`config.mk`:
```
export PLATFORM = sky130hd
export DESIGN_NAME = ps2_receiver
export DESIGN_NICKNAME = d
export VERILOG_FILES = /design/src/rtl/ps2_receiver_pkg.sv /design/src/rtl/ps2_receiver_sync_fifo.sv /design/src/rtl/ps2_receiver.sv
export SDC_FILE = /design/constraint.sdc
export NUM_CORES = 1
export LEC_CHECK = 0
export CORE_AREA = 8 8 106 133
export DETAILED_ROUTE_END_ITERATION = 12
export DIE_AREA = 0 0 114 141
export HOLD_SLACK_MARGIN = 0.12
export PLACE_DENSITY_LB_ADDON = 0.25
export SYNTH_ARGS = -nofsm -noshare
export SYNTH_HDL_FRONTEND = slang
export SYNTH_SLANG_ARGS = --single-unit
```
`constraint.sdc`:
```
create_clock -name clk -period 3.2 [get_ports clk]
set_input_delay 0.32 -clock clk [delete_from_list [all_inputs] [get_ports clk]]
set_output_delay 0.32 -clock clk [all_outputs]
set_load 0.005 [all_outputs]
```
`src/rtl/ps2_receiver_pkg.sv`:
```
// PS/2 receiver shared definitions: scancode type, receive FSM encoding, parity helper.
// Latency: n/a (declarations only).
// Backpressure: n/a.
package ps2_receiver_pkg;

   localparam int PS2_DATA_BITS = 8;

   typedef logic [PS2_DATA_BITS-1:0] scancode_t;

   typedef enum logic [1:0] {
      ST_IDLE   = 2'd0,
      ST_DATA   = 2'd1,
      ST_PARITY = 2'd2,
      ST_STOP   = 2'd3
   } rx_state_e;

   // PS/2 uses odd parity: data bits plus parity bit must hold an odd number of ones.
   function automatic logic parity_ok(input scancode_t dat, input logic par);
      return ^{dat, par};
   endfunction

endpackage

```
`src/rtl/ps2_receiver_sync_fifo.sv`:
```
// Generic first-word-fall-through FIFO with sticky overflow flag.
// Latency: push visible at rd_data/count on the edge after push; pop advances head on its edge.
// Backpressure: none upstream; a push into a full FIFO (without a same-cycle pop) is dropped and sets overflow.
//
// Ports: push/push_dat write side; pop consumes head (ignored when empty);
//        clear_overflow clears the sticky flag (a same-cycle new overflow wins);
//        rd_data is the head (zero when empty), empty/count report occupancy.
module ps2_receiver_sync_fifo #(
   parameter int WIDTH = 8,
   parameter int DEPTH = 8
) (
   input  logic                     clk,
   input  logic                     reset,
   input  logic                     push,
   input  logic [WIDTH-1:0]         push_dat,
   input  logic                     pop,
   input  logic                     clear_overflow,
   output logic [WIDTH-1:0]         rd_data,
   output logic                     empty,
   output logic [$clog2(DEPTH):0]   count,
   output logic                     overflow
);

   localparam int AW = $clog2(DEPTH);

   logic [WIDTH-1:0] mem_q [DEPTH];
   logic [AW:0]      wr_ptr_q;
   logic [AW:0]      rd_ptr_q;
   logic             overflow_q;
   logic             full;
   logic             pop_ok;
   logic             push_ok;
   logic             ovf_set;

   // Extra wrap bit distinguishes full from empty when the index bits match.
   assign empty   = (wr_ptr_q == rd_ptr_q);
   assign full    = (wr_ptr_q[AW] != rd_ptr_q[AW]) && (wr_ptr_q[AW-1:0] == rd_ptr_q[AW-1:0]);
   assign pop_ok  = pop && !empty;
   // A same-cycle pop frees the slot being written, so a full FIFO can still accept.
   assign push_ok = push && (!full || pop_ok);
   assign ovf_set = push && full && !pop_ok;

   always_ff @(posedge clk or negedge reset) begin
      if (!reset) begin
         wr_ptr_q   <= '0;
         rd_ptr_q   <= '0;
         overflow_q <= 1'b0;
      end else begin
         if (push_ok) wr_ptr_q <= wr_ptr_q + 1'b1;
         if (pop_ok)  rd_ptr_q <= rd_ptr_q + 1'b1;
         if (ovf_set)             overflow_q <= 1'b1;
         else if (clear_overflow) overflow_q <= 1'b0;
      end
   end

   always_ff @(posedge clk) begin
      if (push_ok) mem_q[wr_ptr_q[AW-1:0]] <= push_dat;
   end

   assign rd_data  = empty ? '0 : mem_q[rd_ptr_q[AW-1:0]];
   assign count    = wr_ptr_q - rd_ptr_q;
   assign overflow = overflow_q;

endmodule

```
`src/rtl/ps2_receiver.sv`:
```
// PS/2 keyboard frame receiver: sync pins, decode start/8 data/odd parity/stop, queue good scancodes.
// Latency: pin edge to FSM action 3 clk edges; stop-bit fall to FIFO write 1 further cycle.
// Backpressure: none toward the keyboard; bytes arriving while the FIFO is full are dropped (sticky overflow).
//
// Ports: clk/reset (async active-low); ps2_clock/ps2_data raw pins; pop/clear_overflow from io;
//        rd_data/not_empty/count/overflow FIFO status; frame_error one-cycle pulse per discarded frame.
module ps2_receiver
   import ps2_receiver_pkg::*;
#(
   parameter int DEPTH          = 8,
   parameter int TIMEOUT_CYCLES = 10000
) (
   input  logic                     clk,
   input  logic                     reset,
   input  logic                     ps2_clock,
   input  logic                     ps2_data,
   input  logic                     pop,
   input  logic                     clear_overflow,
   output logic [7:0]               rd_data,
   output logic                     not_empty,
   output logic [$clog2(DEPTH):0]   count,
   output logic                     overflow,
   output logic                     frame_error
);

   localparam int               TW       = $clog2(TIMEOUT_CYCLES);
   localparam logic [TW-1:0]    TMO_LAST = TW'(TIMEOUT_CYCLES - 1);
   localparam logic [3:0]       LAST_BIT = 4'(PS2_DATA_BITS - 1);

   logic          clk_s1_q, clk_s2_q, clk_prev_q;
   logic          dat_s1_q, dat_s2_q;
   logic          fall;
   rx_state_e     state_q;
   logic [3:0]    bit_cnt_q;
   scancode_t     shift_q;
   logic          parity_q;
   logic [TW-1:0] tmo_q;
   logic          push_q;
   logic          frame_error_q;
   logic          fifo_empty;

   // Synchronisers idle high so reset never fabricates a falling edge.
   always_ff @(posedge clk or negedge reset) begin
      if (!reset) begin
         clk_s1_q   <= 1'b1;
         clk_s2_q   <= 1'b1;
         clk_prev_q <= 1'b1;
         dat_s1_q   <= 1'b1;
         dat_s2_q   <= 1'b1;
      end else begin
         clk_s1_q   <= ps2_clock;
         clk_s2_q   <= clk_s1_q;
         clk_prev_q <= clk_s2_q;
         dat_s1_q   <= ps2_data;
         dat_s2_q   <= dat_s1_q;
      end
   end

   assign fall = clk_prev_q && !clk_s2_q;

   always_ff @(posedge clk or negedge reset) begin
      if (!reset) begin
         state_q       <= ST_IDLE;
         bit_cnt_q     <= '0;
         shift_q       <= '0;
         parity_q      <= 1'b0;
         tmo_q         <= '0;
         push_q        <= 1'b0;
         frame_error_q <= 1'b0;
      end else begin
         push_q        <= 1'b0;
         frame_error_q <= 1'b0;

         if (fall || state_q == ST_IDLE) tmo_q <= '0;
         else                            tmo_q <= tmo_q + 1'b1;

         case (state_q)
            ST_IDLE: begin
               // A falling edge with data high is noise, not a start bit.
               if (fall && !dat_s2_q) begin
                  state_q   <= ST_DATA;
                  bit_cnt_q <= '0;
               end
            end
            ST_DATA: begin
               if (fall) begin
                  shift_q   <= {dat_s2_q, shift_q[PS2_DATA_BITS-1:1]};
                  bit_cnt_q <= bit_cnt_q + 1'b1;
                  if (bit_cnt_q == LAST_BIT) state_q <= ST_PARITY;
               end
            end
            ST_PARITY: begin
               if (fall) begin
                  parity_q <= dat_s2_q;
                  state_q  <= ST_STOP;
               end
            end
            ST_STOP: begin
               if (fall) begin
                  state_q <= ST_IDLE;
                  if (dat_s2_q && parity_ok(shift_q, parity_q)) push_q <= 1'b1;
                  else                                           frame_error_q <= 1'b1;
               end
            end
            default: state_q <= ST_IDLE;
         endcase

         // Stalled keyboard: abandon the partial frame so the next start bit resyncs.
         if (!fall && state_q != ST_IDLE && tmo_q == TMO_LAST) begin
            state_q       <= ST_IDLE;
            tmo_q         <= '0;
            frame_error_q <= 1'b1;
         end
      end
   end

   // shift_q only moves in ST_DATA, so it still holds the byte while push_q is high.
   ps2_receiver_sync_fifo #(
      .WIDTH (PS2_DATA_BITS),
      .DEPTH (DEPTH)
   ) u_fifo (
      .clk            (clk),
      .reset          (reset),
      .push           (push_q),
      .push_dat       (shift_q),
      .pop            (pop),
      .clear_overflow (clear_overflow),
      .rd_data        (rd_data),
      .empty          (fifo_empty),
      .count          (count),
      .overflow       (overflow)
   );

   assign not_empty   = !fifo_empty;
   assign frame_error = frame_error_q;

endmodule

```
==> flow_metrics.tcl, run 1 <==
set metrics [dict create \
    path_delay_family "buffers and inverters" \
    maxSlewHeadroom_pct 31.3 \
    die-area_um2 16100 \
    finalCritPeriodShare_pct 88.9 \
    p_per_area_nw_per_um2 877 \
    num-nets-final 373 \
    end_kind "primary output" \
    drtPass1Iterations 4 \
    crit_arrival_ns 2.52 \
    clk_latency_ns 0.33 \
    postCtsSetupRepairBufs 0 \
    syn_inst 323 \
    synth_fp_nets 342 \
    cp_num_cells 5 \
    multi_input_area_um2 1550 \
    start_util_pct 39.3 \
    grt_pass1_wl_um 13800 \
    slowest_delay_ns 0.59 \
    syn_area_um2 4690 \
    nFillCells 1113 \
    row_count 45 \
    ios 21 \
    start_kind "flip-flop" \
    finalHoldViolCount 0 \
    dp_hpwl_um 5650 \
    critical_path_buf_inv_count 2 \
    drt_wl_total_um 8110 \
    numPortBuffers 20 \
    die_w_um 114 \
    die_y_um 141 \
    required_ns 2.88 \
    ys_seq_elements 109 \
    avgSynthCellArea_um2 14.5 \
    run_status "completed" \
    regArea_um2 3050 \
    path_cells "clkinv_1 -> ha_1 -> and4_1 -> a21oi_1 -> clkdlybuf4s50_1" \
    grt_overflow 0 \
    area_delta_synth_final_pct 15.6 \
    drc 0 \
    postCtsHoldBufs 0 \
    p_total_mw 4.76 \
    synth-main-ff-cell "edfxtp_1" \
    drv_slew 0 \
    antenna_found_initial 0 \
    fp.coreArea_um2 11900 \
    critPathKind "flip-flop to primary output" \
    max_cap_viol_count 0 \
    grt_max_degree 46 \
    crit_fanout 11 \
    numCtsBuffers 9 \
    seq_area_frac_synth_pct 65.1 \
    p_leak_nw 2.04 \
    cts_buffer_depth 2 \
    crit_path_start "u_fifo.rd_ptr_q[2]" \
    antenna_left 0 \
    cts_max_level 3 \
    cts.sinks 109 \
    n_antenna_cell 0 \
    root_buffer "clkbuf_16" \
    wire_per_inst_um 15.5 \
    cpMaxStageDelayCell "dfrtp_1" \
    synth_async_sr_flop_share_pct 41.3 \
    via_per_inst 4.83 \
    grt_usage_pct 11.1 \
    dp.cells 507 \
    synth_cell_types 45 \
    finalCriticalPeriod_ns 2.84 \
    skew_ns 0.00580 \
    setup_viol 0 \
    vias 2525 \
    fin_tns_setup_ns 0 \
    grt_pass1_vias 2640 \
    synth_edf_count 64 \
    tightest_slew_ns 1.03 \
    drt-initial-drc-count 91 \
    cts_tree "done" \
    rsz0062_at_grt "false" \
    clk_pin_slew_ns 0.07 \
    instances_no_fill 523 \
    vdd_drop_max_mv 0.390 \
    timing.rr.start "u_fifo.rd_ptr_q[2]" \
    ys_warn_count 0 \
    max_freq_mhz 352 \
    cts_resized 0 \
    drive_above_1_share_pct 17.8 \
    reg2regPathDepth 8 \
    hold_path.class "primary input to async pin" \
    gp_congestion 0.766 \
]
## flip-flops by register name, indices dropped and copies added (netlist names)
signal / flops
u_fifo.rd_ptr_q: 4
parity_q: 1
state_q: 2
clk_s1_q: 1
u_fifo.wr_ptr_q: 4
push_q: 1
shift_q: 8
tmo_q: 14
dat_s1_q: 1
bit_cnt_q: 4
dat_s2_q: 1
clk_s2_q: 1
u_fifo.mem_q: 64
clk_prev_q: 1
u_fifo.overflow: 1
frame_error: 1
## logic make-up (layout without fill, tap and decap cells)
kind of cell | count (synthesis) | in the layout | share of synthesized area (%)
fa+ha+maj | 13 | 13 | 3.62
flops | 109 | 109 | 65.1
buf+inv | 22 | 58 | 2.03
mux | 26 | 26 | 10.1
simple gates | 99 | 99 | 10.5
compound gates | 27 | 27 | 3.39
xor+xnor | 27 | 27 | 5.33
## placed cells by master (no fill, tap or decap), types with 11 or more instances in the layout
master,count
mux4_2,16
nand2_1,35
clkbuf_16,11
nor2_1,24
a21oi_1,11
edfxtp_1,64
ha_1,12
dfrtp_1,40
nand3_1,11
clkdlybuf4s50_1,19
xnor2_1,17
## through the flow
stage | area [um2] | worst slack, ns | utilization [%] | hold slack (ns)
2_1_floorplan | 4690 | 0.407 | - | 0.0244
3_3_place_gp | 5120 | 0.724 | 42.9 | 0.347
3_5_place_dp | 5120 | 0.682 | 42.9 | 0.347
4_1_cts | 5430 | 0.317 | 45.5 | 0.191
5_1_grt | 5430 | 0.115 | 45.5 | 0.253
6_report | 5430 | 0.355 | 45.5 | 0.147
## area by class of cell
| type | instances | share of cell area [%] |
|---|---|---|
| multi-input combinational | 192 | 28.5 |
| tap | 164 | 3.78 |
| inverter | 12 | 0.830 |
| timing repair buffer | 30 | 4.98 |
| sequential | 109 | 56.3 |
| clock buffer | 12 | 5.21 |
| clock inverter | 4 | 0.484 |
## layer usage
layer  wire [um]  vias to the layer above  GRT usage (%)
li1            -                     1233              -
met2        4110                       30           18.2
met5           0                        -              0
met1        3670                     1258           13.7
met3         260                        4           2.65
met4          73                        0           4.22
## cells in the mapped netlist, types with 4 or more instances
master | n | share of area [%]
dfrtp_1 | 40 | 21
xor2_1 | 9 | 1.7
a21oi_1 | 11 | 1.2
o21ai_0 | 9 | 0.96
nand3_1 | 11 | 1.2
edfxtp_1 | 64 | 41
nor2_1 | 24 | 1.9
nor3_1 | 4 | 0.43
inv_1 | 10 | 0.80
dfstp_2 | 5 | 2.8
ha_1 | 12 | 3.2
mux4_2 | 16 | 7.7
nand2_1 | 35 | 2.8
nand4_1 | 5 | 0.67
xnor2_1 | 17 | 3.2
mux2_2 | 9 | 2.2
## path summary, 6_finish.rpt
kind	end	slack (ns)
max reg2reg	u_fifo.mem_q[1][5]	0.66
max	rd_data[5]	0.36
min reg2reg	dat_s2_q	0.36
min in group clk	dat_s2_q	0.36
max in group asynchronous	u_fifo.rd_ptr_q[0]	2.39
min	tmo_q[9]	0.15
## where the power goes
group	leakage [nW]	internal, mW	switching, mW
registers	1.14	1.72	0.285
clock network	0.149	0.630	0.470
logic	0.754	0.941	0.710
total	2.04	3.30	1.46
Note: power is estimated with default switching activity, not from simulation.
==> run 2: changes to the inputs <==
- CAP_MARGIN: default -> 5
==> results of run 2 <==
Final layout, timing and power as in run 1 (identical DEF).
==> run 3: changes to the inputs <==
- CORE_AREA: 8 8 106 133 -> 4 4 102 129
- DIE_AREA: 0 0 114 141 -> 0 0 106 133
==> run 3 against run 2 <==
  * Sequential share of layout area down 0.21 points
  * Critical path depth unchanged
  * Non-clock buffer count up 1
  * Largest power group unchanged
  * Highest routed layer unchanged
  * Global-route usage up 0.85 points
  * First-iteration DRC count down 12%
  * Routed wire length down 4.0%
  * Setup slack worse by 0.044 ns
  * Hold slack better by 0.014 ns
  * Utilization up 0.17 points
==> flow_metrics.tcl, run 3 (same netlist as run 1, synthesis figures left out) <==
set metrics [dict create \
    grt_pass1_wl_um 13200 \
    p_int_mw 3.36 \
    grt_pass1_vias 2601 \
    n_antenna_cell 0 \
    die_y_um 133 \
    max_freq_mhz 346 \
    p_sw_share_pct 30.2 \
    grt_max_degree 46 \
    cts_tree "done" \
    grt_overflow 0 \
    critPathKind "flip-flop to primary output" \
    grt_usage_pct 11.9 \
    skew_ns 0.00682 \
    layout_common_cells "edfxtp_1, dfrtp_1, nand2_1, nor2_1, clkdlybuf4s50_1" \
    crit_path_start "u_fifo.rd_ptr_q[2]" \
    maxSlewHeadroom_pct 31.6 \
    drc 0 \
    required_ns 2.88 \
    area_delta_synth_final_pct 16.1 \
    num-nets-final 374 \
    finalHoldViolCount 0 \
    crit_fanout 11 \
    via_per_inst 4.86 \
    setup_viol 0 \
    fp.coreArea_um2 11900 \
    run_status "completed" \
    antenna_found_initial 0 \
    postCtsHoldBufs 0 \
    drt-initial-drc-count 80 \
    seqPwrFrac_pct 40.7 \
    die-area_um2 14100 \
    tightest_slew_ns 1.03 \
    row_count 45 \
    timing.rr.start "u_fifo.rd_ptr_q[2]" \
    critical_path_buf_inv_count 2 \
    start_util_pct 39.3 \
    power_frac_clock_pct 24.4 \
    clk_latency_ns 0.34 \
    cts_buffer_depth 2 \
    power.switching_mw 1.46 \
    root_buffer "clkbuf_16" \
    numPortBuffers 20 \
    gp_congestion 0.762 \
    p_total_mw 4.82 \
    ios 21 \
    largest_reg_flops 64 \
    postCtsSetupRepairBufs 0 \
    drive_above_1_share_pct 17.8 \
    holdWs_ns 0.161 \
    clk_pin_slew_ns 0.07 \
    p_comb_share_pct 34.9 \
    nFillCells 1087 \
    end_kind "primary output" \
    start_kind "flip-flop" \
    finalCritPeriodShare_pct 90.3 \
    max_cap_viol_count 0 \
    finalCriticalPeriod_ns 2.89 \
    vdd_drop_max_mv 0.348 \
    cts_max_level 3 \
    wire_per_inst_um 14.9 \
    path_cells "clkinv_1 -> ha_1 -> and4_1 -> a21oi_1 -> clkdlybuf4s50_1" \
    antenna_left 0 \
    numCtsBuffers 9 \
    drt_wl_total_um 7780 \
    fin_tns_setup_ns 0 \
    die_w_um 106 \
    p_per_area_nw_per_um2 885 \
    crit_arrival_ns 2.57 \
    path_delay_family "buffers and inverters" \
    rsz0062_at_grt "false" \
    slowest_delay_ns 0.57 \
    drv_slew 0 \
    hold_path.class "primary input to async pin" \
    drtPass1Iterations 4 \
    p_leak_nw 2.05 \
    dp_hpwl_um 5420 \
    cts.sinks 109 \
    final_common_cell "edfxtp_1" \
    cts_resized 0 \
    vias 2548 \
    cpMaxStageDelayCell "dfrtp_1" \
]
==> run 3: cell count changes in the layout (fill, tap and decap cells not counted) <==
cell       previous run  this run
bufinv_16             0         2
clkbuf_16            11         9
inv_6                 0         2
buf_4                10        11
clkbuf_1              0         1
clkbuf_4              1         0
clkinv_2              1         0
inv_4                 1         0
==> run 3: metrics by stage <==
step	utilization, %	cells	worst slack [ns]	cell area, um2
2_1_floorplan	-	323	0.407	4690
3_3_place_gp	43.0	508	0.658	5130
3_5_place_dp	43.0	508	0.586	5130
4_1_cts	45.6	524	0.199	5450
5_1_grt	45.6	524	0.133	5450
6_report	45.6	524	0.311	5450
==> run 3: routing by layer <==
layer / vias up / part of all wire (%) / GRT usage (%) / wire length (um)
met3: 8 / 2.0 / 2.24 / 158
met1: 1276 / 46 / 15.2 / 3560
li1: 1239 / - / - / -
met2: 25 / 51 / 19.7 / 3980
met4: 0 / 1.1 / 5.40 / 84
met5: - / 0 / 0 / 0
==> run 3: cell type report <==
cell class / instances / area, um2 / share of cell area, %
flip-flops and latches: 109 / 3050 / 56.1
multi-input cells: 192 / 1550 / 28.4
repair buffers: 31 / 278 / 5.10
clock buffers: 10 / 229 / 4.20
well taps: 164 / 205 / 3.77
clock inverters: 6 / 92.6 / 1.70
inverters: 12 / 45.0 / 0.827
==> run 3: power by group through the flow <==
stage | clock network (mW) | registers (mW) | logic (mW)
after floorplan | 0 | 1.90 | 1.13
after detailed placement | 0 | 1.99 | 1.71
after global routing | 1.28 | 2.00 | 1.88
after CTS | 1.22 | 1.96 | 1.72
final | 1.18 | 1.96 | 1.68
after global placement | 0 | 1.98 | 1.70
==> run 3: worst reg2reg max path, stage by stage, from the launching register on <==
cell and delay, ns:
dfrtp_1 0.57, clkinv_1 0.17, ha_1 0.38, nand3_1 0.10, nor3_1 0.06, nor2b_1 0.38
nand2_1 0.17, nor3_1 0.20, buf_4 0.23
==> run 3: final timing paths <==
| kind | endpoint | slack [ns] | cells after the start |
|---|---|---|---|
| worst max-delay path | rd_data[7] | 0.31 | 5 |
| max in group asynchronous | u_fifo.wr_ptr_q[1] | 2.40 | 1 |
| worst min register to register | dat_s2_q | 0.36 | 0 |
| worst min-delay path | tmo_q[9] | 0.16 | 1 |
| min in group clk | dat_s2_q | 0.36 | 0 |
| worst max register to register | u_fifo.mem_q[1][2] | 0.65 | 8 |
